==> config.mk <==
export PLATFORM = sky130hd
export DESIGN_NAME = sysobs_probe_arbiter
export DESIGN_NICKNAME = d
export VERILOG_FILES = /design/src/rtl/sysobs_probe_arbiter.sv
export SDC_FILE = /design/constraint.sdc
export NUM_CORES = 1
export LEC_CHECK = 0
export CAP_MARGIN = 25
export CORE_AREA = 2 2 79 81
export DETAILED_ROUTE_END_ITERATION = 10
export DIE_AREA = 0 0 81 83
export PLACE_DENSITY_LB_ADDON = 0.05
export SLEW_MARGIN = 5
export SYNTH_ARGS = -nofsm -noshare
export SYNTH_HDL_FRONTEND = slang
export SYNTH_SLANG_ARGS = --single-unit
==> constraint.sdc <==
create_clock -name clk -period 4.8 [get_ports clk]
set_input_delay 0.48 -clock clk [delete_from_list [all_inputs] [get_ports clk]]
set_output_delay 0.48 -clock clk [all_outputs]
set_load 0.01 [all_outputs]
==> src/rtl/sysobs_probe_arbiter.sv <==
// sysobs_probe_arbiter: round-robin sharing of one probe register bus among
// several requesters, with busy back-pressure timeout and per-requester responses.
module sysobs_probe_arbiter #(
   parameter int NUM_REQ      = 4,
   parameter int ADDR_W       = 4,
   parameter int DATA_W       = 8,
   parameter int BUSY_TIMEOUT = 16
)(
   input  logic                      clk,
   input  logic                      rst_n,
   input  logic [NUM_REQ-1:0]        req_valid,
   input  logic [NUM_REQ-1:0]        req_write,
   input  logic [NUM_REQ*ADDR_W-1:0] req_addr,
   input  logic [NUM_REQ*DATA_W-1:0] req_wdata,
   output logic [NUM_REQ-1:0]        req_ready,
   output logic [NUM_REQ-1:0]        rsp_valid,
   output logic                      rsp_err,
   output logic [DATA_W-1:0]         rsp_rdata,
   output logic                      pr_en,
   output logic                      pr_we,
   output logic [ADDR_W-1:0]         pr_addr,
   output logic [DATA_W-1:0]         pr_wdata,
   input  logic                      pr_busy,
   input  logic [DATA_W-1:0]         pr_rdata
);
   localparam int PW = (NUM_REQ > 1) ? $clog2(NUM_REQ) : 1;
   localparam int BW = $clog2(BUSY_TIMEOUT) + 1;
   localparam logic [1:0] IDLE = 2'd0, ISSUE = 2'd1, WAIT_RD = 2'd2, RESP = 2'd3;

   logic [1:0]         r_state;
   logic [PW-1:0]      r_ptr, r_owner;
   logic [BW-1:0]      r_busy_cnt;
   logic               r_we, r_err;
   logic [ADDR_W-1:0]  r_addr;
   logic [DATA_W-1:0]  r_wdata, r_rdata;
   logic [NUM_REQ-1:0] w_rot;
   logic [PW-1:0]      w_off, w_win;
   logic [PW:0]        w_sum;
   logic               w_any, w_timeout;

   // Rotate requests so bit 0 is the rr_ptr requester; lowest set bit wins.
   assign w_rot = NUM_REQ'({req_valid, req_valid} >> r_ptr);
   always_comb begin
      w_off = '0;
      for (int k = NUM_REQ - 1; k >= 0; k--) if (w_rot[k]) w_off = PW'(k);
   end
   assign w_sum     = {1'b0, r_ptr} + {1'b0, w_off};
   assign w_win     = (w_sum >= (PW+1)'(NUM_REQ)) ? PW'(w_sum - (PW+1)'(NUM_REQ)) : w_sum[PW-1:0];
   assign w_any     = |req_valid;
   assign w_timeout = (r_busy_cnt == BW'(BUSY_TIMEOUT - 1));

   always_ff @(posedge clk or negedge rst_n) begin
      if (!rst_n) begin
         r_state    <= IDLE;
         r_ptr      <= '0;
         r_owner    <= '0;
         r_busy_cnt <= '0;
         r_we       <= 1'b0;
         r_err      <= 1'b0;
         r_addr     <= '0;
         r_wdata    <= '0;
         r_rdata    <= '0;
      end else begin
         case (r_state)
            IDLE: if (w_any) begin
               r_owner <= w_win;
               r_we    <= req_write[w_win];
               r_addr  <= req_addr[w_win*ADDR_W +: ADDR_W];
               r_wdata <= req_wdata[w_win*DATA_W +: DATA_W];
               r_state <= ISSUE;
            end
            ISSUE: if (!pr_busy) r_state <= r_we ? RESP : WAIT_RD;
            else if (w_timeout) begin
               r_err   <= 1'b1;
               r_state <= RESP;
            end else r_busy_cnt <= r_busy_cnt + BW'(1);
            WAIT_RD: begin
               r_rdata <= pr_rdata;
               r_state <= RESP;
            end
            default: begin
               r_ptr      <= (r_owner == PW'(NUM_REQ - 1)) ? '0 : r_owner + PW'(1);
               r_busy_cnt <= '0;
               r_err      <= 1'b0;
               r_state    <= IDLE;
            end
         endcase
      end
   end

   assign req_ready = (r_state == IDLE && w_any) ? (NUM_REQ'(1) << w_win) : '0;
   assign rsp_valid = (r_state == RESP) ? (NUM_REQ'(1) << r_owner) : '0;
   assign rsp_err   = (r_state == RESP) & r_err;
   assign rsp_rdata = (r_state == RESP && (r_we || r_err)) ? '0 : r_rdata;
   assign pr_en     = (r_state == ISSUE);
   assign pr_we     = pr_en & r_we;
   assign pr_addr   = pr_en ? r_addr : '0;
   assign pr_wdata  = pr_en ? r_wdata : '0;
endmodule

# Word level (Yosys, flattened, before mapping)
# Index checks and enable logic that the tools add are counted.
dict set report totals {
  register_bits 33
}
dict set report classes {
  addsub 4
  magnitude_cmp 2
  n_eq_ne 10
  shifts 5
  mux 24
  n_bitwise 3
  n_reduce_logical 11
}
# op count
set op_table {}
lappend op_table {{$shiftx 32x6->8} 1}
lappend op_table {{$mux 2} 9}
lappend op_table {{$mux 8} 2}
lappend op_table {{$shiftx 16x5->4} 1}
lappend op_table {{$mux 4} 3}
lappend op_table {{$mux 5} 2}
lappend op_table {{$pmux 5 s2} 1}
lappend op_table {{$shl 1x2->4 const A} 2}
lappend op_table {{$shr 8x2->4} 1}
lappend op_table {{$eq 2x2->1 const B} 3}
lappend op_table {{$pmux 2 s3} 1}
lappend op_table {{$reduce_and 3->1} 2}
lappend op_table {{$add 5x1->5 const B} 1}
lappend op_table {{$eq 5x4->1 const B} 1}
lappend op_table {{$mux 1} 4}
lappend op_table {{$ne 2x1->1 const B} 2}
lappend op_table {{$ne 2x2->1 const B} 2}
lappend op_table {{$reduce_and 2->1} 2}
lappend op_table {{$reduce_or 4->1} 1}
lappend op_table {{$add 2x2->3} 1}
lappend op_table {{$ge 3x3->1 const B} 1}
lappend op_table {{$lt 2x3->1 const B} 1}
lappend op_table {{$ne 3x2->1 const B} 1}
lappend op_table {{$reduce_or 3->1} 1}
lappend op_table {{other kinds (11)} 13}

# Logic depth before layout (Yosys ltp)
dict set report logic_depth {
  ltp_word 10
  ltp_mapped 11
  ltp_nobuf 9
}

# Worst setup path after synthesis
# OpenSTA, ideal clock, no wires.
dict set report synth_path {
  kind {input port to output port}
  start {input port req_valid[1]}
  end {output port req_ready[1]}
  arrival_time_ns 2.556
  required_ns 4.320
  setup_slack_ns 1.764
  stages 10
  path_buffers 4
  path_cell_list {clkbuf_1 -> o22ai_1 -> o21ai_0 -> o221ai_1 -> ha_1 -> clkbuf_1 -> clkbuf_1 -> buf_2 -> nand2_1 -> nor2_1}
}
dict set report synth_via {
  elab_chain_len 10
  word_cells_on_any_way 13
  cone_classes {add/sub (2); order compare (1); shift (2); mux (6); reduce/logical (2)}
}
# item line
set synth_rtl {}
lappend synth_rtl {{start: declaration} 11} ;# input logic [NUM_REQ-1:0] req_valid,
lappend synth_rtl {{$shr 8x2->4 (*)} 42} ;# assign w_rot = NUM_REQ'({req_valid, req_valid} >> r_ptr);
lappend synth_rtl {{$mux 2 (3 in series)} 45} ;# for (int k = NUM_REQ - 1; k >= 0; k--) if (w_rot[k]) w_off = PW'(k);
lappend synth_rtl {{$mux 2 (*)} 45}
lappend synth_rtl {{$add 2x2->3 (*)} 47} ;# assign w_sum = {1'b0, r_ptr} + {1'b0, w_off};
lappend synth_rtl {{via w_sum[0]} 38} ;# logic [PW:0] w_sum;
lappend synth_rtl {{$ge 3x3->1 / $sub 2x1->2 (equally long branches)} 48} ;# assign w_win = (w_sum >= (PW+1)'(NUM_REQ)) ? PW'(w_sum - (PW+1)'(NUM_REQ)) : w_sum[PW-1:0];
lappend synth_rtl {{$mux 2 (*)} 48}
lappend synth_rtl {{$shl 1x2->4 (*)} 91} ;# assign req_ready = (r_state == IDLE && w_any) ? (NUM_REQ'(1) << w_win) : '0;
lappend synth_rtl {{$mux 4 (*)} 91}
lappend synth_rtl {{end: declaration} 15} ;# output logic [NUM_REQ-1:0] req_ready,
# Mark *: on every way through the listed nets, which the timed path passes. The rest lies on a longest branch.

# Final worst setup path
dict set report layout_path {
  start {input port req_valid[1]}
  end {output port req_ready[2]}
}
dict set report layout_via {
  elab_chain_len 10
  word_cells_on_any_way 13
  cone_classes {add/sub (2); order compare (1); shift (2); mux (6); reduce/logical (2)}
}
# item line
set layout_rtl {}
lappend layout_rtl {{$shr 8x2->4} 42}
lappend layout_rtl {{$mux 2 (4 in series)} 45}
lappend layout_rtl {{$add 2x2->3} 47}
lappend layout_rtl {{$ge 3x3->1 / $sub 2x1->2 (equally long branches)} 48}
lappend layout_rtl {{$mux 2} 48}
lappend layout_rtl {{$shl 1x2->4} 91}
lappend layout_rtl {{$mux 4 (*)} 91}
# Every way passes the cells marked *; elsewhere a longest branch is shown, timed or not.

==> impl_metrics.json <==
{
  "dieHeight_um": 83,
  "mostFrequentLayoutCells": "97 x clkdlybuf4s50_1, 33 x dfrtp_1, 30 x nor2b_1",
  "worstSetupStartpointType": "input port",
  "clockBufferDepth": 2,
  "antennaDiodeCount": 0,
  "crit_type": "in2out",
  "synth_area_um2": 2580,
  "initial_core_util": 0.444,
  "wire_per_inst_um": 14.6,
  "critPathBufInv": 3,
  "drt_wl_total_mm": 6.27,
  "cp_cell_sequence": "clkdlybuf4s50_1, nand2b_1, o22ai_1, o21ai_0, o221ai_1, ha_2, xnor2_1, nor4_4, buf_4, nor2_1, nor3_2, clkdlybuf4s50_1",
  "worst_pin_slew_ns": 0.791,
  "row_count": 28,
  "slew_headroom": 0.473,
  "path_delay_family": "buffers and inverters",
  "synthArstFlopShare": 1.00,
  "holdBufCountCts": 0,
  "core-area_um2": 5820,
  "cts_tree": "done",
  "path_common_cell": "clkdlybuf4s50_1",
  "track_usage": 0.195,
  "finalCriticalPeriod_ns": 3.99,
  "numCtsBuffers": 5,
  "nNetsFinal": 432,
  "rsz0062_at_grt": "no",
  "numClockSinks": 33,
  "post-route-period-util": 0.832,
  "clock_skew_ns": 0.00512,
  "grt_pass1_wl_mm": 10.4,
  "drtAntennaViolNets": 0,
  "max-cap-violations": 0,
  "placedCellCount": 421,
  "overflow": 0,
  "synth_edf_count": 0,
  "cts_setup_buffers": 0,
  "io_buffers": 97,
  "synth_nets": 342,
  "clk_pin_slew_ns": 0.07,
  "cp-end-kind": "output pin",
  "die_area_um2": 6720,
  "vdd_drop_max_uv": 534,
  "gr-max-usage-layer": "met2",
  "register_area_um2": 826,
  "synth_ff_type": "dfrtp_1",
  "num_vias": 2255,
  "status": "finished, final reports clean",
  "seq_area_frac_synth": 0.320,
  "avgSynthCellArea_um2": 9.82,
  "power_density_nw_per_um2": 667,
  "reg2reg_slack_ns": 1.89,
  "fmax_ghz": 0.250,
  "combPwrFrac": 0.690,
  "vias_per_cell": 5.26,
  "ys_ff_latch": 33,
  "final_max_slew_viol_count": 0,
  "cpPeakStageDelay_ns": 0.57,
  "grt_pass1_vias": 2191,
  "place.gp.congestion": 0.842,
  "setup_viol": 0,
  "die_width_um": 81,
  "internal_power_uw": 1370,
  "grtUsageMet3": 0.0348,
  "insertion_delay_ns": 0.28,
  "finalNonFillerCells": 429,
  "leakage_uw": 0.00143,
  "required_ns": 4.32,
  "cts_root_buf": "clkbuf_8",
  "seqPwrFrac": 0.200,
  "layout.cells.most_common": "clkdlybuf4s50_1",
  "area_delta_synth_final_pct": 43.7,
  "switching_share": 0.447,
  "p_clk_frac": 0.110,
  "crit_path_max_fanout": 14,
  "cts_resized": 0,
  "use_met1": 0.240,
  "pin_count": 98,
  "cts_max_level": 2,
  "antenna_found_initial": 0,
  "tns_ns": 0,
  "totalPowerFinal_uw": 2480,
  "p_sw_uw": 1110,
  "ys_types": 47,
  "multi_input_area_um2": 1630,
  "ys_warn_count": 0,
  "crit_slowest_cell": "clkdlybuf4s50_1",
  "drc": 0,
  "drt_iter0_markers": 67,
  "grt_max_degree": 35,
  "fillers": 521,
  "drive_gt1_frac": 0.172,
  "hold_path.class": "reg2reg",
  "drt_first_pass_iters": 4,
  "hold_viol": 0,
  "use_met2": 0.341,
  "synthCells": 263,
  "crit_arrival_ns": 3.51,
  "dp_hpwl_mm": 4.80
}
==> power groups by stage <==
stage	Sequential, uW	Combinational, uW	Clock [uW]
after floorplan	459	1290	0
after detailed placement	500	1720	0
after global routing	517	1900	290
final	496	1710	273
after global placement	493	1710	0
after CTS	495	1730	283
==> worst min-delay path, cell delays in order (launching register included) <==
cell and delay (ns):
dfrtp_1 0.34, nand2_1 0.05, o31ai_1 0.05
==> registers in the layout (all words and copies together), names as in the netlist <==
register	count
r_owner	2
r_err	1
r_rdata	8
r_busy_cnt	5
r_wdata	8
r_we	1
r_state	2
r_ptr	2
r_addr	4
==> per-stage QoR <==
stage | hold WS, ns | area, um2 | utilization | setup WS [ns]
final | 0.477 | 3710 | 0.638 | 0.808
after global routing | 0.505 | 3710 | 0.638 | 0.567
after CTS | 0.481 | 3710 | 0.638 | 0.779
after detailed placement | 0.465 | 3600 | 0.618 | 0.800
after global placement | 0.454 | 3600 | 0.618 | 0.920
after floorplan | 0.184 | 2580 | - | 1.76
==> cell type report <==
type / instances / area share
timing repair buffer: 103 / 0.274
clock inverter: 1 / 0.00809
inverter: 9 / 0.00910
clock buffer: 7 / 0.0233
multi-input combinational: 201 / 0.438
sequential: 33 / 0.222
tap: 75 / 0.0253
==> path summary, 6_finish.rpt <==
kind	from	endpoint	cells past startpoint
worst min-delay path	r_addr[1]	r_addr[1]	2
min in group asynchronous	rst_n	r_wdata[5]	2
worst max register to register	r_ptr[0]	r_addr[0]	9
worst min register to register	r_addr[1]	r_addr[1]	2
max in group asynchronous	rst_n	r_wdata[7]	2
worst max-delay path	req_valid[1]	req_ready[2]	12
==> routing by layer <==
layer  vias to the layer above  wire (um)  share of wire
met5                         -          0              0
met4                         0        101          0.016
met3                         9        429          0.068
met2                        77       3180           0.51
met1                      1035       2560           0.41
li1                       1134          -              -
==> cell usage after synthesis, drive strengths merged, types with 3 or more instances <==
cell | number | area [um2]
dfrtp | 33 | 826
nor2b | 30 | 188
and2 | 26 | 163
nand2 | 21 | 78.8
o21ai | 14 | 73.8
o31ai | 14 | 164
a2111oi | 13 | 170
a221oi | 13 | 170
ha | 12 | 150
clkbuf | 11 | 41.3
mux2 | 10 | 113
nor2 | 10 | 37.5
buf | 9 | 65.1
inv | 9 | 33.8
nor3 | 4 | 25.0
a21oi | 3 | 15.0
nand2b | 3 | 18.8
nand4 | 3 | 25.0
o22ai | 3 | 18.8
==> cells by family after synthesis <==
logic type | after synthesis | share of synthesized area
AOI/OAI and AO/OA | 69 | 0.270
buffers and inverters | 29 | 0.0543
and+or+nand+nor | 106 | 0.240
DFF | 33 | 0.320
adders and majority gates | 12 | 0.0581
xor gates and xnor gates | 2 | 0.00678
muxes | 12 | 0.0514
(Power assumes the default switching activity.)
==> variant (same flow settings) <==
Reset style: synchronous (`rst_n`), changed in one clocked block.
--- a/src/rtl/sysobs_probe_arbiter.sv
+++ b/src/rtl/sysobs_probe_arbiter.sv
@@ -50,5 +50,5 @@
    assign w_timeout = (r_busy_cnt == BW'(BUSY_TIMEOUT - 1));
 
-   always_ff @(posedge clk or negedge rst_n) begin
+   always_ff @(posedge clk) begin
       if (!rst_n) begin
          r_state    <= IDLE;
Formal check against the unedited RTL: differs if rst_n is asserted again (counterexample within 4 cycles, from zero or initial values and one cycle with rst_n low); with rst_n held inactive, the same outputs for 10 cycles.
==> variant against the original RTL <==
- setup slack improved by 0.24 ns
- area after synthesis fell by 6.5%
- via count rose by 1.1%
- routed wire length barely moved
- count of clock-buffer cells in the layout did not move
- final area fell by 6.4%
- sequential cell count did not move
- highest routed layer unchanged
- largest cell class unchanged
- critical path depth fell by 5
- global-route usage fell by 0.43 points
Power is not compared: it rests on default switching activity, and its combinational part moved more than twofold at a synthesized area within 25%.
==> variant: results (changes against the original RTL) <==
Async SR Flop Fraction - 0 (-1.00)
Syn Nets - 350 (+2.3%)
Post-DP Area - 3360 um^2 (-6.6%)
CTS max path bufs - 2 (unchanged)
Clock net power - 232 uW
Synth top cells by count - 33 x dfxtp_1, 27 x and2_1, 26 x mux2_2
Seq/Total Area, Yosys - 0.274 (-0.0462)
status - completed
1st-iter DRT viols - 68 (+1.5%)
worst clock skew - 0.00440 ns (-0.000728 ns)
nets - 436 (+0.93%)
crit-path leading delay family - buffers and inverters
GP Congestion - 0.809 (-4.0%)
largest registers - r_rdata x8, r_wdata x8, r_busy_cnt x5
initial antenna violation count - 0 (unchanged)
Main synth FF type - dfxtp_1
largest net degree at the start of global routing - 27 (-23%)
Slew Viols, Final - 0 (unchanged)
CTS H-Tree Depth - 2 (unchanged)
Comb power frac - 0.562
first-pass GRT wire length - 10300 um (-1.1%)
gr usage total - 0.191 (-0.00426)
top post-synthesis cells by area - dfxtp_1 27%, mux2_2 12%, a221oi_1 7.3%, and2_1 7.0%, ha_1 6.2%
critical-path maximum fanout - 14 (unchanged)
ant diodes - 0 (unchanged)
vias - 2279 (+1.1%)
DRT Pass-1 Iters - 4 (unchanged)
YS warnings - 0 (unchanged)
DP HPWL - 4700 um (-2.0%)
VDD IR max - 0.000219 V
clk_lat worst skew - 0.28 ns (about the same)
Slowest Stage Delay on Critical Path - 0.81 ns (+0.24 ns)
setup_tns - 0 ns (unchanged)
remaining global-route overflow - 0 (unchanged)
WL final - 6280 um (about the same)
actual slew at the worst max-slew pin - 0.951 ns (+0.160 ns)
DRT antenna net count - 0 (unchanged)
Root Buffer - clkbuf_8
synth unique cells - 41 (-13%)
share of cells above drive strength 1 - 0.128 (-0.0438)
Worst-path clk slew - 0.07 ns (about the same)
CP arrival - 3.27 ns (-0.24 ns)
dpl ws - 1.06 ns (+0.260 ns)
CP max-delay cell - a32oi_2
vias in the first global route - 2140 (-2.3%)
-- variant: cell types whose count changed after synthesis, moves of 9 or more --
cell       change
nor2_1        +10
nor2b_1       -16
dfxtp_1       +33
a2111oi_2      -9
a221oi_1      +16
o31ai_2        -9
dfrtp_1       -33
mux2_2        +16
o21ai_1       +11
-- variant: layout make-up --
type / instances / area [um^2]
inverter: 7 / 26.3
clock inverter: 1 / 5.00
fill: 553 / 2340
tap: 75 / 93.8
sequential: 33 / 661
clock buffer: 7 / 96.3
timing repair buffer: 99 / 993
multi-input combinational: 211 / 1600
-- variant: path summary, 6_finish.rpt --
path	from	to	slack, ns	cells past startpoint
worst max-delay path	req_valid[0]	req_ready[2]	1.05	7
worst min-delay path	r_wdata[6]	r_wdata[6]	0.45	2
worst max register to register	r_ptr[0]	r_addr[3]	2.10	8
worst min register to register	r_wdata[6]	r_wdata[6]	0.45	2
-- variant: kinds of logic after synthesis --
| logic type | synth area share |
|---|---|
| multiplexers | 0.163 |
| AO/OA/AOI/OAI | 0.216 |
| AND/OR/NAND/NOR | 0.203 |
| flip-flops | 0.274 |
| buffers and inverters | 0.0648 |
| XOR/XNOR | 0.0181 |
| adder cells (fa/ha/maj) | 0.0622 |
-- variant: metrics by stage --
stage,instances,total power [mW]
2_1_floorplan,271,0.994
3_3_place_gp,424,1.25
3_5_place_dp,424,1.27
4_1_cts,432,1.51
5_1_grt,433,1.61
6_report,433,1.49
-- variant: metal layers --
layer  vias up  part of all wire  wire length, um  GRT usage
met5         -                 0                0          0
li1       1159                 -                -          -
met1      1044              0.43             2690      0.245
met3         7             0.070              437     0.0457
met2        69              0.49             3060      0.313
met4         0             0.014               87     0.0570
